<file path="src/rtl/id_pipe_pkg.sv">
// Shared decode constants for the id_pipe RV32I decode stage.
// Opcodes, funct codes, EX operation/result-select codes and reset levels.
package id_pipe_pkg;

    localparam logic [6:0] OPC_OP_IMM = 7'b0010011;
    localparam logic [6:0] OPC_OP     = 7'b0110011;
    localparam logic [6:0] OPC_LUI    = 7'b0110111;
    localparam logic [6:0] OPC_AUIPC  = 7'b0010111;
    localparam logic [6:0] OPC_JAL    = 7'b1101111;
    localparam logic [6:0] OPC_JALR   = 7'b1100111;
    localparam logic [6:0] OPC_BRANCH = 7'b1100011;
    localparam logic [6:0] OPC_LOAD   = 7'b0000011;
    localparam logic [6:0] OPC_STORE  = 7'b0100011;

    localparam logic [2:0] F3_ADD  = 3'd0;
    localparam logic [2:0] F3_SLL  = 3'd1;
    localparam logic [2:0] F3_SLT  = 3'd2;
    localparam logic [2:0] F3_SLTU = 3'd3;
    localparam logic [2:0] F3_XOR  = 3'd4;
    localparam logic [2:0] F3_SR   = 3'd5;
    localparam logic [2:0] F3_OR   = 3'd6;
    localparam logic [6:0] F7_ALT  = 7'b0100000;

    localparam logic [7:0] EXE_NOP_OP   = 8'h00;
    localparam logic [7:0] EXE_ADD_OP   = 8'h01;
    localparam logic [7:0] EXE_SUB_OP   = 8'h02;
    localparam logic [7:0] EXE_SLL_OP   = 8'h03;
    localparam logic [7:0] EXE_SLT_OP   = 8'h04;
    localparam logic [7:0] EXE_SLTU_OP  = 8'h05;
    localparam logic [7:0] EXE_XOR_OP   = 8'h06;
    localparam logic [7:0] EXE_SRL_OP   = 8'h07;
    localparam logic [7:0] EXE_SRA_OP   = 8'h08;
    localparam logic [7:0] EXE_OR_OP    = 8'h09;
    localparam logic [7:0] EXE_AND_OP   = 8'h0A;
    localparam logic [7:0] EXE_LUI_OP   = 8'h0B;
    localparam logic [7:0] EXE_AUIPC_OP = 8'h0C;
    localparam logic [7:0] EXE_JAL_OP   = 8'h0D;
    localparam logic [7:0] EXE_JALR_OP  = 8'h0E;
    // Branch/load/store codes carry funct3 in their low bits.
    localparam logic [7:0] EXE_BR_OP    = 8'h10;
    localparam logic [7:0] EXE_LD_OP    = 8'h20;
    localparam logic [7:0] EXE_ST_OP    = 8'h28;

    localparam logic [2:0] EXE_RES_NOP    = 3'd0;
    localparam logic [2:0] EXE_RES_LOGIC  = 3'd1;
    localparam logic [2:0] EXE_RES_SHIFT  = 3'd2;
    localparam logic [2:0] EXE_RES_ARITH  = 3'd3;
    localparam logic [2:0] EXE_RES_JUMP   = 3'd4;
    localparam logic [2:0] EXE_RES_LOAD   = 3'd5;
    localparam logic [2:0] EXE_RES_STORE  = 3'd6;
    localparam logic [2:0] EXE_RES_BRANCH = 3'd7;

    localparam logic [31:0] ZeroWord     = 32'h0;
    localparam logic [4:0]  NOPRegAddr   = 5'd0;
    localparam logic        RstEnable    = 1'b0;
    localparam logic        WriteEnable  = 1'b1;
    localparam logic        WriteDisable = 1'b0;

    function automatic logic [7:0] alu_op(
        input logic [2:0] f3,
        input logic       alt
    );
        logic [7:0] r;
        unique case (f3)
            F3_ADD:  r = alt ? EXE_SUB_OP : EXE_ADD_OP;
            F3_SLL:  r = EXE_SLL_OP;
            F3_SLT:  r = EXE_SLT_OP;
            F3_SLTU: r = EXE_SLTU_OP;
            F3_XOR:  r = EXE_XOR_OP;
            F3_SR:   r = alt ? EXE_SRA_OP : EXE_SRL_OP;
            F3_OR:   r = EXE_OR_OP;
            default: r = EXE_AND_OP;
        endcase
        return r;
    endfunction

    function automatic logic [2:0] alu_sel(input logic [2:0] f3);
        logic [2:0] r;
        unique case (f3)
            F3_SLL, F3_SR:          r = EXE_RES_SHIFT;
            F3_ADD, F3_SLT, F3_SLTU: r = EXE_RES_ARITH;
            default:                r = EXE_RES_LOGIC;
        endcase
        return r;
    endfunction

endpackage

</file>
<file path="src/rtl/id_pipe_if.sv">
// Fetch-side and EX-side valid/ready handshakes of the decode stage.
interface id_pipe_if #(parameter int XLEN = 32);
    logic            in_valid;
    logic            in_ready;
    logic [XLEN-1:0] in_pc;
    logic [31:0]     in_inst;
    logic            out_valid;
    logic            out_ready;

    modport master (
        output in_valid, in_pc, in_inst, out_ready,
        input  in_ready, out_valid
    );
    modport slave (
        input  in_valid, in_pc, in_inst, out_ready,
        output in_ready, out_valid
    );
endinterface

</file>
<file path="src/rtl/id_fifo.sv">
// Circular input buffer for fetched {pc, inst}; DEPTH must be a power of two.
module id_fifo
    import id_pipe_pkg::*;
#(
    parameter int W     = 64,
    parameter int DEPTH = 2
) (
    input  logic         clk,
    input  logic         rst,
    input  logic         i_push,
    input  logic         i_pop,
    input  logic         i_flush,
    input  logic [W-1:0] i_data,
    output logic [W-1:0] o_data,
    output logic         o_empty,
    output logic         o_full
);
    localparam int AW = $clog2(DEPTH);

    logic [W-1:0]  r_mem [DEPTH];
    logic [AW-1:0] r_wp;
    logic [AW-1:0] r_rp;
    logic [AW:0]   r_cnt;

    assign o_empty = (r_cnt == '0);
    assign o_full  = (r_cnt == (AW+1)'(DEPTH));
    assign o_data  = r_mem[r_rp];

    always_ff @(posedge clk) begin
        if (rst == RstEnable || i_flush) begin
            r_wp  <= '0;
            r_rp  <= '0;
            r_cnt <= '0;
        end else begin
            if (i_push) begin
                r_mem[r_wp] <= i_data;
                r_wp        <= r_wp + AW'(1);
            end
            if (i_pop)
                r_rp <= r_rp + AW'(1);
            r_cnt <= r_cnt + (AW+1)'(i_push) - (AW+1)'(i_pop);
        end
    end
endmodule

</file>
<file path="src/rtl/id_pipe.sv">
// RV32I decode stage: input buffer, decode, bypass/hazard, ID/EX register.
// ID_FORWARD_EN enables EX/MEM bypass; otherwise matching sources stall.
module id_pipe
    import id_pipe_pkg::*;
#(
    parameter int XLEN       = 32,
    parameter int SKID_DEPTH = 2,
    parameter int ALUOP_W    = 8,
    parameter int ALUSEL_W   = 3
) (
    input  logic                clk,
    input  logic                rst,
    id_pipe_if.slave            hs,
    output logic                reg1_read_o,
    output logic                reg2_read_o,
    output logic [4:0]          reg1_addr_o,
    output logic [4:0]          reg2_addr_o,
    input  logic [XLEN-1:0]     reg1_data_i,
    input  logic [XLEN-1:0]     reg2_data_i,
    input  logic                ex_wreg_i,
    input  logic [4:0]          ex_wd_i,
    input  logic [XLEN-1:0]     ex_wdata_i,
    input  logic                ex_is_load_i,
    input  logic                mem_wreg_i,
    input  logic [4:0]          mem_wd_i,
    input  logic [XLEN-1:0]     mem_wdata_i,
    input  logic                flush_i,
    output logic [XLEN-1:0]     out_pc,
    output logic [ALUOP_W-1:0]  aluop_o,
    output logic [ALUSEL_W-1:0] alusel_o,
    output logic [XLEN-1:0]     reg1_o,
    output logic [XLEN-1:0]     reg2_o,
    output logic [XLEN-1:0]     imm_o,
    output logic [4:0]          wd_o,
    output logic                wreg_o,
    output logic                illegal_o
);
    function automatic logic [XLEN-1:0] sx(input logic [31:0] v);
        return {{(XLEN-31){v[31]}}, v[30:0]};
    endfunction

    logic             w_empty, w_full, w_push, w_adv, w_hazard;
    logic [XLEN+31:0] w_head;
    logic [XLEN-1:0]  w_pc;
    logic [31:0]      w_inst;
    logic             r_out_valid;

    assign {w_pc, w_inst} = w_head;
    assign hs.in_ready    = !w_full;
    assign hs.out_valid   = r_out_valid;
    assign w_push         = hs.in_valid && !w_full && !flush_i;

    id_fifo #(.W(XLEN + 32), .DEPTH(SKID_DEPTH)) u_fifo (
        .clk     (clk),
        .rst     (rst),
        .i_push  (w_push),
        .i_pop   (w_adv),
        .i_flush (flush_i),
        .i_data  ({hs.in_pc, hs.in_inst}),
        .o_data  (w_head),
        .o_empty (w_empty),
        .o_full  (w_full)
    );

    logic [6:0]  w_opc;
    logic [2:0]  w_f3;
    logic [4:0]  w_rs1, w_rs2, w_rd;
    logic [31:0] w_imm_i, w_imm_s, w_imm_b, w_imm_u, w_imm_j;

    assign w_opc   = w_inst[6:0];
    assign w_f3    = w_inst[14:12];
    assign w_rd    = w_inst[11:7];
    assign w_rs1   = w_inst[19:15];
    assign w_rs2   = w_inst[24:20];
    assign w_imm_i = {{20{w_inst[31]}}, w_inst[31:20]};
    assign w_imm_s = {{20{w_inst[31]}}, w_inst[31:25], w_inst[11:7]};
    assign w_imm_b = {{19{w_inst[31]}}, w_inst[31], w_inst[7],
                      w_inst[30:25], w_inst[11:8], 1'b0};
    assign w_imm_u = {w_inst[31:12], 12'b0};
    assign w_imm_j = {{11{w_inst[31]}}, w_inst[31], w_inst[19:12],
                      w_inst[20], w_inst[30:21], 1'b0};

    logic        w_use1, w_use2, w_wreg, w_illegal, w_r1_pc, w_r2_imm;
    logic [7:0]  w_aluop;
    logic [2:0]  w_alusel;
    logic [31:0] w_imm;

    always_comb begin
        w_use1    = 1'b0;
        w_use2    = 1'b0;
        w_wreg    = WriteDisable;
        w_illegal = 1'b0;
        w_r1_pc   = 1'b0;
        w_r2_imm  = 1'b0;
        w_aluop   = EXE_NOP_OP;
        w_alusel  = EXE_RES_NOP;
        w_imm     = ZeroWord;
        unique case (w_opc)
            OPC_OP_IMM: begin
                w_use1 = 1'b1; w_wreg = WriteEnable; w_r2_imm = 1'b1;
                w_imm  = w_imm_i;
                w_aluop  = alu_op(w_f3, (w_f3 == F3_SR) && w_inst[30]);
                w_alusel = alu_sel(w_f3);
            end
            OPC_OP: begin
                w_use1 = 1'b1; w_use2 = 1'b1; w_wreg = WriteEnable;
                w_aluop  = alu_op(w_f3, w_inst[31:25] == F7_ALT);
                w_alusel = alu_sel(w_f3);
            end
            OPC_LUI: begin
                w_wreg = WriteEnable; w_r2_imm = 1'b1; w_imm = w_imm_u;
                w_aluop = EXE_LUI_OP; w_alusel = EXE_RES_ARITH;
            end
            OPC_AUIPC: begin
                w_wreg = WriteEnable; w_r1_pc = 1'b1; w_r2_imm = 1'b1;
                w_imm = w_imm_u; w_aluop = EXE_AUIPC_OP;
                w_alusel = EXE_RES_ARITH;
            end
            OPC_JAL: begin
                w_wreg = WriteEnable; w_r1_pc = 1'b1; w_r2_imm = 1'b1;
                w_imm = w_imm_j; w_aluop = EXE_JAL_OP;
                w_alusel = EXE_RES_JUMP;
            end
            OPC_JALR: begin
                w_use1 = 1'b1; w_wreg = WriteEnable; w_r2_imm = 1'b1;
                w_imm = w_imm_i; w_aluop = EXE_JALR_OP;
                w_alusel = EXE_RES_JUMP;
            end
            OPC_BRANCH: begin
                w_use1 = 1'b1; w_use2 = 1'b1; w_imm = w_imm_b;
                w_aluop = EXE_BR_OP | {5'd0, w_f3};
                w_alusel = EXE_RES_BRANCH;
            end
            OPC_LOAD: begin
                w_use1 = 1'b1; w_wreg = WriteEnable; w_r2_imm = 1'b1;
                w_imm = w_imm_i; w_aluop = EXE_LD_OP | {5'd0, w_f3};
                w_alusel = EXE_RES_LOAD;
            end
            OPC_STORE: begin
                w_use1 = 1'b1; w_use2 = 1'b1; w_imm = w_imm_s;
                w_aluop = EXE_ST_OP | {5'd0, w_f3};
                w_alusel = EXE_RES_STORE;
            end
            default: w_illegal = 1'b1;
        endcase
    end

    logic            w_ex1, w_ex2, w_mem1, w_mem2;
    logic [XLEN-1:0] w_src1, w_src2, w_op1, w_op2;

    assign w_ex1  = ex_wreg_i  && (ex_wd_i  == w_rs1) && (w_rs1 != 5'd0);
    assign w_ex2  = ex_wreg_i  && (ex_wd_i  == w_rs2) && (w_rs2 != 5'd0);
    assign w_mem1 = mem_wreg_i && (mem_wd_i == w_rs1) && (w_rs1 != 5'd0);
    assign w_mem2 = mem_wreg_i && (mem_wd_i == w_rs2) && (w_rs2 != 5'd0);

`ifdef ID_FORWARD_EN
    assign w_src1 = w_ex1 ? ex_wdata_i : w_mem1 ? mem_wdata_i :
                    (w_rs1 == 5'd0) ? '0 : reg1_data_i;
    assign w_src2 = w_ex2 ? ex_wdata_i : w_mem2 ? mem_wdata_i :
                    (w_rs2 == 5'd0) ? '0 : reg2_data_i;
    assign w_hazard = ex_is_load_i &&
                      ((w_use1 && w_ex1) || (w_use2 && w_ex2));
`else
    logic w_unused_fwd;
    assign w_unused_fwd = ^{ex_wdata_i, mem_wdata_i, ex_is_load_i};
    assign w_src1 = (w_rs1 == 5'd0) ? '0 : reg1_data_i;
    assign w_src2 = (w_rs2 == 5'd0) ? '0 : reg2_data_i;
    assign w_hazard = (w_use1 && (w_ex1 || w_mem1)) ||
                      (w_use2 && (w_ex2 || w_mem2));
`endif

    assign w_op1 = w_r1_pc  ? w_pc    : w_use1 ? w_src1 : '0;
    assign w_op2 = w_r2_imm ? sx(w_imm) : w_use2 ? w_src2 : '0;

    assign reg1_read_o = !w_empty && w_use1;
    assign reg2_read_o = !w_empty && w_use2;
    assign reg1_addr_o = w_rs1;
    assign reg2_addr_o = w_rs2;

    assign w_adv = !w_empty && !w_hazard && !flush_i &&
                   (!r_out_valid || hs.out_ready);

    always_ff @(posedge clk) begin
        if (rst == RstEnable) begin
            r_out_valid <= 1'b0;
            out_pc      <= '0;
            aluop_o     <= ALUOP_W'(EXE_NOP_OP);
            alusel_o    <= ALUSEL_W'(EXE_RES_NOP);
            reg1_o      <= '0;
            reg2_o      <= '0;
            imm_o       <= '0;
            wd_o        <= NOPRegAddr;
            wreg_o      <= WriteDisable;
            illegal_o   <= 1'b0;
        end else if (flush_i) begin
            r_out_valid <= 1'b0;
        end else if (w_adv) begin
            r_out_valid <= 1'b1;
            out_pc      <= w_pc;
            aluop_o     <= ALUOP_W'(w_aluop);
            alusel_o    <= ALUSEL_W'(w_alusel);
            reg1_o      <= w_op1;
            reg2_o      <= w_op2;
            imm_o       <= sx(w_imm);
            wd_o        <= w_wreg ? w_rd : NOPRegAddr;
            wreg_o      <= w_wreg;
            illegal_o   <= w_illegal;
        end else if (hs.out_ready) begin
            r_out_valid <= 1'b0;
        end
    end
endmodule

</file>
<file path="src/flat_wrapper.sv">
// flat-port wrapper written by rule: the top's interface ports become plain ports
module id_pipe_flat import id_pipe_pkg::*;
#(
    parameter int XLEN       = 32,
    parameter int SKID_DEPTH = 2,
    parameter int ALUOP_W    = 8,
    parameter int ALUSEL_W   = 3
)
  (clk, rst, reg1_read_o, reg2_read_o, reg1_addr_o, reg2_addr_o, reg1_data_i, reg2_data_i, ex_wreg_i, ex_wd_i, ex_wdata_i, ex_is_load_i, mem_wreg_i, mem_wd_i, mem_wdata_i, flush_i, out_pc, aluop_o, alusel_o, reg1_o, reg2_o, imm_o, wd_o, wreg_o, illegal_o, hs_in_valid, hs_in_pc, hs_in_inst, hs_out_ready, hs_in_ready, hs_out_valid);
  id_pipe_if #(.XLEN(XLEN)) hs_i ();
  input  logic clk;
  input  logic rst;
  output logic reg1_read_o;
  output logic reg2_read_o;
  output logic [4:0] reg1_addr_o;
  output logic [4:0] reg2_addr_o;
  input  logic [XLEN-1:0] reg1_data_i;
  input  logic [XLEN-1:0] reg2_data_i;
  input  logic ex_wreg_i;
  input  logic [4:0] ex_wd_i;
  input  logic [XLEN-1:0] ex_wdata_i;
  input  logic ex_is_load_i;
  input  logic mem_wreg_i;
  input  logic [4:0] mem_wd_i;
  input  logic [XLEN-1:0] mem_wdata_i;
  input  logic flush_i;
  output logic [XLEN-1:0] out_pc;
  output logic [ALUOP_W-1:0] aluop_o;
  output logic [ALUSEL_W-1:0] alusel_o;
  output logic [XLEN-1:0] reg1_o;
  output logic [XLEN-1:0] reg2_o;
  output logic [XLEN-1:0] imm_o;
  output logic [4:0] wd_o;
  output logic wreg_o;
  output logic illegal_o;
  input wire logic [$bits(hs_i.in_valid)-1:0] hs_in_valid;
  input wire logic [$bits(hs_i.in_pc)-1:0] hs_in_pc;
  input wire logic [$bits(hs_i.in_inst)-1:0] hs_in_inst;
  input wire logic [$bits(hs_i.out_ready)-1:0] hs_out_ready;
  output wire logic [$bits(hs_i.in_ready)-1:0] hs_in_ready;
  output wire logic [$bits(hs_i.out_valid)-1:0] hs_out_valid;
  assign hs_i.in_valid = hs_in_valid;
  assign hs_i.in_pc = hs_in_pc;
  assign hs_i.in_inst = hs_in_inst;
  assign hs_i.out_ready = hs_out_ready;
  assign hs_in_ready = hs_i.in_ready;
  assign hs_out_valid = hs_i.out_valid;
  id_pipe #(.XLEN(XLEN), .SKID_DEPTH(SKID_DEPTH), .ALUOP_W(ALUOP_W), .ALUSEL_W(ALUSEL_W)) u_core (.clk(clk), .rst(rst), .hs(hs_i), .reg1_read_o(reg1_read_o), .reg2_read_o(reg2_read_o), .reg1_addr_o(reg1_addr_o), .reg2_addr_o(reg2_addr_o), .reg1_data_i(reg1_data_i), .reg2_data_i(reg2_data_i), .ex_wreg_i(ex_wreg_i), .ex_wd_i(ex_wd_i), .ex_wdata_i(ex_wdata_i), .ex_is_load_i(ex_is_load_i), .mem_wreg_i(mem_wreg_i), .mem_wd_i(mem_wd_i), .mem_wdata_i(mem_wdata_i), .flush_i(flush_i), .out_pc(out_pc), .aluop_o(aluop_o), .alusel_o(alusel_o), .reg1_o(reg1_o), .reg2_o(reg2_o), .imm_o(imm_o), .wd_o(wd_o), .wreg_o(wreg_o), .illegal_o(illegal_o));
endmodule
</file>
<file path="config.mk">
export PLATFORM = sky130hd
export DESIGN_NAME = id_pipe_flat
export DESIGN_NICKNAME = d
export VERILOG_FILES = /design/src/rtl/id_pipe_pkg.sv /design/src/rtl/id_pipe_if.sv /design/src/rtl/id_fifo.sv /design/src/rtl/id_pipe.sv /design/src/flat_wrapper.sv
export SDC_FILE = /design/constraint.sdc
export NUM_CORES = 1
export LEC_CHECK = 0
export ABC_AREA = 1
export BUFFER_PORTS_ARGS = -buffer_cell sky130_fd_sc_hd__buf_2
export CORE_MARGIN = 1.5
export CORE_UTILIZATION = 50
export CTS_BUF_LIST = sky130_fd_sc_hd__clkbuf_4 sky130_fd_sc_hd__clkbuf_8 sky130_fd_sc_hd__clkbuf_16
export CTS_CLUSTER_DIAMETER = 60
export DETAILED_ROUTE_END_ITERATION = 10
export PLACE_DENSITY = 0.79
export REMOVE_ABC_BUFFERS = 1
export SYNTH_ARGS = -nofsm -noshare
export SYNTH_HDL_FRONTEND = slang
export SYNTH_SLANG_ARGS = --single-unit
</file>
<file path="constraint.sdc">
create_clock -name clk -period 8.3 [get_ports clk]
set_clock_uncertainty 0.05 [all_clocks]
set_input_delay 0.415 -clock clk [delete_from_list [all_inputs] [get_ports clk]]
set_output_delay 0.415 -clock clk [all_outputs]
set_load 0.02 [all_outputs]
</file>
Yosys cells after proc, flatten, opt, wreduce, memory -nomap -nowiden
Memory sizes are Yosys's and may differ from the RTL's. A register that Yosys moved wholly into a read port is not among the register bits.
Index checks and enable logic that the tools add are counted.
{ "word_totals": {"ff_bits": 151, "out_inout_bits": 160, "n_memories": 1, "input_bits": 210, "ram_bits": 128} }
{ "op_classes": {"eq_ne": 21, "addsub": 4, "n_reduce_logical": 49, "mux": 30, "bitwise": 2} }
{ "memory_table": {"columns": ["name", "words", "word_bits", "rd", "rd_clocked_by_memory_dff", "wr", "line_no", "text"], "rows": [
  ["u_core.u_fifo.r_mem", 2, 64, 1, 1, 1, "id_fifo.sv:20", "logic [W-1:0] r_mem [DEPTH];"]
]} }
{ "ops": {"columns": ["cell", "n"], "rows": [
  ["$mux W32", 6],
  ["$pmux W32 S5", 1],
  ["$pmux W8 S7", 2],
  ["$pmux W8 S9", 1],
  ["$eq A7 B6 Y1 const B", 4],
  ["$eq A7 B7 Y1 const B", 3],
  ["$eq A5 B5 Y1", 4],
  ["$logic_and A1 B1 Y1", 18],
  ["$pmux W3 S6", 1],
  ["$eq A7 B5 Y1 const B", 2],
  ["$mux W1", 13],
  ["$reduce_or A2 Y1", 6],
  ["$reduce_or A6 Y1", 2],
  ["$logic_not A5 Y1", 2],
  ["$reduce_bool A5 Y1", 2],
  ["$eq A3 B3 Y1 const B", 3],
  ["$reduce_or A3 Y1", 3],
  ["$reduce_or A9 Y1", 1],
  ["$mux W4", 2],
  ["$eq A7 B2 Y1 const B", 1],
  ["$reduce_or A7 Y1", 1],
  ["$eq A3 B2 Y1 const B", 2],
  ["$logic_not A1 Y1", 5],
  ["$logic_or A1 B1 Y1", 5],
  ["13 further kinds", 16]
]} }

Longest topological paths before layout
Gate-level depths: netlist of run 1.
{ "depth": {"depth_word": 12, "depth_mapped": 21, "ltp_nobuf": 17} }

Hierarchy
Synthesis of run 1 repeated with hierarchy kept, for this count alone.
{ "unflattened": {"hier_cells": 1650, "hier_area_um2": 13297.8} }
{ "modules_own_cells": {"columns": ["mod", "instances", "area_each_um2", "cells_per_inst", "seq_area_each_um2"], "rows": [
  ["id_pipe", 1, 8140.3, 1417, 2902.8],
  ["id_fifo", 1, 5157.4, 233, 3943.8]
]} }

Least setup slack after synthesis of run 1
OpenSTA, ideal clock, no wires.
{ "synth_path": {"kind": "input to register", "from": "in rst", "to": "mem u_core.u_fifo.r_mem[0][0], enable pin", "n_path_buf": 1, "path_stages": 5, "arrival_ns": 5.335, "path_slack_ns": 2.351, "cell_sequence": "clkbuf_1 > inv_1 > nor2_1 > inv_1 > nor3_1"} }
{ "synth_between": {"elab_chain_len": 4} }
{ "synth_rtl": {"columns": ["element", "line_no", "text"], "rows": [
  ["from (decl)", "flat_wrapper.sv:12", "input logic rst;"],
  ["$not A1 Y1", null, null],
  ["$logic_or A1 B1 Y1", "id_fifo.sv:30", "if (rst == RstEnable || i_flush) begin"],
  ["$mux W1", "id_fifo.sv:30", null],
  ["$mux W1 (not written as such)", "id_fifo.sv:36", "r_mem[r_wp] <= i_data;"],
  ["to (decl)", "id_fifo.sv:20", null]
]} }
No other way between the ends.

==> key figures, run 1 <==
Yosys
  – Synth Cell Area: 13,830 µm²
  – Synth top cells by count: nand2_1, nor2_1, inv_1
  – Share of the synthesized area in the top cell type: 0.2778
  – Yosys cell types: 32
  – Register area share after synthesis: 0.4949
  – Top cells by area, synth: edfxtp_1, dfxtp_1, nand2_1
  – Post-synth EDFFs: 128
  – Area leader, netlist: edfxtp_1
  – Cell count after synthesis: between 1,500 and 2,000
  – Synthesized area per cell: 7.221 µm²
  – #FFs+latches synth: 278
  – Leading cell type by number of instances after synthesis: nand2_1
  – Synth Flop Type: dfxtp_1
  – Synth async-reset ratio: 0
  – Synth warn: 0

Timing
  – Min Tclk post-route: 5.161 ns
  – Worst-Margin Slew: 1.155 ns
  – Final Hold Fails: 0
  – Setup TNS Final: 0 ns
  – Fin. max-slew vios: 0
  – RSZ-0062 raised after global routing: false
  – Fin crit share: 0.6218
  – FMAX: 0.1937 GHz
  – Relative slew slack: 0.2298
  – Final setup fails: 0
  – Hold_ws: 0.02571 ns

Floorplan
  – Initial core utilization: 0.5119
  – Rows: 60
  – Die area: between 20,000 and 30,000 µm²
  – Die span in x: 169.3 µm
  – Die span in y: around 170 µm
  – # IOs: 370
  – Core box area: 27,030 µm²

Power
  – Lkg Pwr: around 9 nW
  – Tot Pwr: approximately 3.2 mW
  – VDD IR max: approximately 0.00015 V
  – Pwr dens: 189.7 nW/µm²

Setup path
  – Endpoint class of the critical path: flip-flop
  – Critical path's top delay family: buffers and inverters
  – Critical path's slowest cell: buf_4
  – CP Data Arrival Time: ~5.6 ns
  – Crit Path Category: reg -> reg
  – Reg2Reg Setup Slack: 3.14 ns
  – Max incr delay on CP: 0.89 ns
  – CP dominant cell by count: nand2_1
  – CP cell instances: buf_4, nand2_1, nand2_1, nand3_2, a21oi_1, nand2_1, inv_2, a21oi_4, nand3_4, buf_4, nand2_1, inv_2, nor2_1
  – CP bufs+invs: 4
  – Data required time of the critical path: 8.69 ns
  – Nature of the critical path startpoint: flip-flop
  – Worst-path fanout max: 106

Clocking
  – Clock Path Buffers: 3
  – Root Driver: clkbuf_16
  – Worst-Skew Late Latency: approximately 0.55 ns
  – Clock Sinks: roughly 280
  – Num CTS Buffers: 31
  – Clock slew at reported path FFs: 0.06 ns
  – Post_cts resized: 0
  – CTS tree: yes
  – H-tree levels: 1

Run status
  – Outcome: finished, final reports clean

Route
  – WL final: approximately 38,000 µm
  – DR WL/cell: 14.68 µm
  – Drc violations: 0
  – Antenna-violating nets left: 0
  – Drt pass-1 iters: 7
  – Via-to-Cell Ratio: 4.875
  – Detailed-route via count: around 13,000
  – Iter 0 DRT Violations: around 970

GRT
  – Tot GR Track Use: 0.2619
  – Vias in the first global route: ~12,000
  – First-pass GRT wire length: 59,980 µm
  – Largest net degree at the start of global routing: 107
  – Initial antenna violation count: 5
  – Grt total ovfl: 0

Worst hold path
  – Hold WC Path Type: in -> reg

Placed design
  – Port bufs: 302
  – HPWL after DPL: 25,070 µm
  – GP Congestion: 0.8668

Cells and area
  – Multi-input gate area: 5160 µm²
  – Synthesis-to-layout area growth: 22.47%
  – # fillers: 2,312
  – Share of cells above drive strength 1: 0.1928
  – Sequential cell area: between 6000 and 7000 µm²
  – Nets: approximately 2,400

Run
  – Max-cap viol count: 0
==> per-stage QoR <==
| stage | setup WS [ns] | util | instance area [µm²] | cells |
|---|---|---|---|---|
| 3_5_place_dp | 3.211 | 0.5671 | 15330 | 2476 |
| 5_1_grt | 2.757 | 0.6267 | 16940 | 2596 |
| 3_3_place_gp | 3.307 | 0.5671 | 15330 | 2476 |
| 6_report | 3.139 | 0.6269 | 16940 | 2598 |
| 2_1_floorplan | 1.156 | - | 13270 | 1823 |
| 4_1_cts | 3.171 | 0.6256 | 16910 | 2590 |
==> what timing repair did <==
action / in CTS / in global routing
buffers inserted: 0 / 0
hold buffers: 58 / 2
endpoints found under the hold margin: 115 / 4
==> layer usage <==
layer | share of wire | routed length (µm) | track usage | vias to the layer above
met1 | 0.42 | 16160 | 0.3282 | 5717
met2 | 0.46 | 17720 | 0.4425 | 440
li1 | - | - | - | 6398
met5 | 0 | 0 | 0 | -
met3 | 0.061 | 2343 | 0.04198 | 110
met4 | 0.050 | 1920 | 0.1254 | 0
==> final cells by class <==
class | instances | area share
antenna | 6 | 0.0008862
sequential | 278 | 0.4043
timing repair buffer | 372 | 0.1292
multi-input combinational | 1199 | 0.3046
clock buffer | 41 | 0.05096
inverter | 346 | 0.07680
tap | 341 | 0.02518
clock inverter | 15 | 0.008050
==> flip-flops by register name, summed over array words and instances, names as in the netlist, 2 cells and up, named ones only <==
signal	flops
u_core.wd_o	5
u_core.reg2_o	32
u_core.out_pc	32
u_core.alusel_o	3
u_core.reg1_o	32
u_core.u_fifo.r_mem	128
u_core.u_fifo.r_cnt	2
u_core.imm_o	32
u_core.aluop_o	6
==> kinds of logic after synthesis <==
group,after synthesis,synth area share
and+or+nand+nor,1114,0.3240
buffers and inverters,440,0.1350
DFF,278,0.4949
AOI/OAI and AO/OA,43,0.01664
muxes,37,0.02677
adders and majority gates,2,0.001809
other,1,0.0002711
xor gates and xnor gates,1,0.0006332
==> worst paths after layout <==
kind,startpoint,endpoint,cells after the start
worst min-delay path,hs_in_inst[25],u_core.u_fifo.r_mem[1][25],1
worst max-delay path,flip-flop,u_core.out_pc[24],13
worst min register to register,u_core.aluop_o[3],u_core.aluop_o[3],2
worst max register to register,flip-flop,u_core.out_pc[24],13
==> layout by cell type, fill, tap and decap left out, types with 3 or more instances in the layout <==
master / instances
dlygate4sd3_1: 60
mux2i_1: 37
diode_2: 6
nor3_1: 3
nand3_2: 4
clkinv_2: 5
inv_1: 302
nand3_1: 134
nand2_1: 599
nand2_2: 7
nor2_1: 341
inv_2: 43
clkbuf_4: 8
o21ai_0: 11
buf_2: 301
dfxtp_1: 149
clkinv_1: 4
nor2_2: 3
nand4_1: 13
clkbuf_16: 31
edfxtp_1: 128
buf_4: 11
a21oi_1: 27
==> power by group <==
group / internal (mW) / switching, mW / leakage (nW) / total [mW]
sequential: 1.48 / 0.0228 / 2.38 / 1.50
clock: 0.792 / 0.546 / 0.503 / 1.34
combinational: 0.134 / 0.237 / 5.98 / 0.371
(Power assumes the default switching activity.)
==> run 2: changes to the inputs <==
CORE_UTILIZATION = 48   (was 50)
PLACE_DENSITY = 0.8   (was 0.79)
clock period = 4.43 ns   (was 8.3 ns; I/O delays follow)
==> run 2 against run 1 <==
Effect of this change: final cell count rose by 2.7%; sequential share of layout area fell by 1.2 points; maximum frequency rose by 50%; highest routed layer unchanged.
==> key figures, run 2 (synthesized netlist as in run 1, its figures left out) <==
Run status
  – Outcome: finished, final reports clean

Floorplan
  – Die area: 29,850 µm² (+4.1%)
  – Initial core utilization: 0.4926 (-0.01934)
  – Rows: 61 (+1.7%)
  – Die span in x: 172.8 µm (+2.0%)
  – Core box area: 28,090 µm² (+3.9%)
  – # IOs: 370 (unchanged)
  – Die span in y: 172.8 µm (+2.0%)

Route
  – Detailed-route via count: 13,020 (+2.8%)
  – Via-to-Cell Ratio: 4.877 (about the same)
  – WL final: 39,810 µm (+4.4%)
  – DR WL/cell: 14.91 µm (+1.6%)
  – Drt pass-1 iters: 6 (-1)
  – Antenna-violating nets left: 0 (unchanged)
  – Drc violations: 0 (unchanged)
  – Iter 0 DRT Violations: 845 (-13%)

Setup path
  – Data required time of the critical path: 4.85 ns (-3.84 ns)
  – Nature of the critical path startpoint: flip-flop
  – Crit Path Category: reg -> reg
  – Endpoint class of the critical path: flip-flop
  – Max incr delay on CP: 0.54 ns (-0.35 ns)
  – Critical path's slowest cell: buf_12
  – Reg2Reg Setup Slack: 1.0 ns (-2.14 ns)
  – CP Data Arrival Time: 3.85 ns (-1.70 ns)
  – CP cell instances: inv_4, nand2_1, nand2_2, nand2_1, nor2_1, nand2_1, nand3_2, nand3_4, nand3_4, buf_12, nand2_1, inv_2, nor2_1
  – CP dominant cell by count: nand2_1
  – Worst-path fanout max: 200 (+89%)

Cells and area
  – Nets: 2,478 (+1.6%)
  – Synthesis-to-layout area growth: 26.24%
  – ANT cells: 0 (-6)
  – Share of cells above drive strength 1: 0.1916 (-0.001184)
  – Highest-count cells in the layout ignoring fill and taps: nand2_1, nor2_1, inv_1, buf_2, dfxtp_1
  – Reg with most FFs: u_core.u_fifo.r_mem
  – Max reg flops: 128 (unchanged)
  – Commonest non-fill, non-tap cell in the layout: nand2_1
  – # fillers: 2,458 (+6.3%)

Timing
  – FMAX: 0.2915 GHz (+50%)
  – Fin crit share: 0.7745 (+0.1526)
  – Setup TNS Final: 0 ns (unchanged)
  – Worst-Margin Slew: 1.112 ns (-0.04372 ns)
  – Setup slack after layout: 0.9992 ns (-2.140 ns)
  – RSZ-0062 raised after global routing: false
  – Fin. max-slew vios: 0 (unchanged)
  – Final Hold Fails: 0 (unchanged)
  – Min Tclk post-route: 3.431 ns (-1.730 ns)
  – Final setup fails: 0 (unchanged)
  – Relative slew slack: 0.2573 (+0.02749)

GRT
  – Initial antenna violation count: 0 (-5)
  – First-pass GRT wire length: 63,680 µm (+6.2%)
  – Tot GR Track Use: 0.2623 (+0.0003959)
  – Largest net degree at the start of global routing: 201 (+88%)
  – Grt met1 use: 0.3213 (-0.006936)
  – Met3 Use GR: 0.03826 (-0.003719)
  – Gr busiest metal: met2
  – Vias in the first global route: 12,720 (+5.2%)
  – GR Util met2: 0.4457 (+0.003256)
  – Grt total ovfl: 0 (unchanged)

Clocking
  – Post-CTS setup buffer count: 0 (unchanged)
  – H-tree levels: 1 (unchanged)
  – Clock Path Buffers: 3 (unchanged)
  – Post_cts resized: 0 (unchanged)
  – CTS tree: yes
  – # hold bufs at CTS: 97 (+67%)
  – Num CTS Buffers: 31 (unchanged)
  – Worst-Skew Late Latency: 0.57 ns (+0.02 ns)
  – Clock Sinks: 278 (unchanged)
  – Clock slew at reported path FFs: 0.07 ns (about the same)
  – Root Driver: clkbuf_16

Run
  – Max-cap viol count: 0 (unchanged)

Placed design
  – Port bufs: 302 (unchanged)
  – GP Congestion: 0.8595 (-0.84%)
  – Placement Setup Slack: 1.082 ns (-2.130 ns)
  – HPWL after DPL: 25,160 µm (+0.35%)

Worst hold path
  – Hold WC Path Type: in -> reg

Power
  – Switch Pwr: 1.571 mW (+95%)
  – Lkg Pwr: 9.069 nW (+2.3%)
  – Switching portion of total power: 0.2554 (+0.004840)
  – VDD IR max: 0.0002882 V (+93%)
  – Seq pwr share: 0.458 (-0.010)
  – Combinational power share: 0.119 (+0.004)
  – Int Pwr: 4.581 mW (+90%)
  – Clock power share: 0.423 (+0.007)
  – Pwr dens: 352.2 nW/µm² (+86%)
[run 2: worst paths after layout]
| check | startpoint | to | depth (start not counted) |
|---|---|---|---|
| setup / recovery | flip-flop | u_core.out_pc[26] | 13 |
| hold / removal | reg1_data_i[18] | u_core.reg1_o[18] | 7 |
| setup reg to reg | flip-flop | u_core.out_pc[26] | 13 |
| hold reg to reg | u_core.wd_o[4] | u_core.wd_o[4] | 2 |
[run 2: through the flow]
stage                       util  std cells  hold slack [ns]  total power [mW]  cell area [µm²]
after floorplan                -       1823           0.2704             3.280            13270
after global placement    0.5494       2514           0.3607             3.500            15430
after detailed placement  0.5494       2514           0.3630             3.520            15430
after CTS                 0.6218       2669          0.03094             6.177            17460
after global routing      0.6218       2669          0.08155             6.393            17460
final                     0.6218       2669          0.05166             6.152            17460
[run 2: layout make-up]
| type | count | area [µm²] | share of cell area |
|---|---|---|---|
| clock buffer | 47 | 975.9 | 0.05588 |
| clock inverter | 11 | 86.33 | 0.004943 |
| inverter | 346 | 1301 | 0.07451 |
| multi-input combinational | 1199 | 5160 | 0.2955 |
| sequential | 278 | 6850 | 0.3922 |
| tap | 378 | 473.0 | 0.02708 |
| timing repair buffer | 410 | 2618 | 0.1499 |
[run 2: routing by layer]
metal / wire length, µm / vias to the layer above
li1: - / 6462
met1: 16130 / 5888
met2: 18910 / 547
met3: 2644 / 120
met4: 2124 / 0
met5: 0 / -
[run 2: power groups by stage]
stage,combinational [mW],sequential (mW),clock (mW)
6_report,0.729,2.82,2.60
5_1_grt,0.806,2.83,2.76
4_1_cts,0.721,2.82,2.64
3_5_place_dp,0.647,2.87,0
3_3_place_gp,0.633,2.87,0
2_1_floorplan,0.325,2.95,0
[run 2: worst max-delay path: cells and delay by family, from the launching register on]
kind | cells | cell delay, ns
and+or+nand+nor | 10 | 1.58
buffers and inverters | 3 | 0.99
DFF | 1 | 0.44
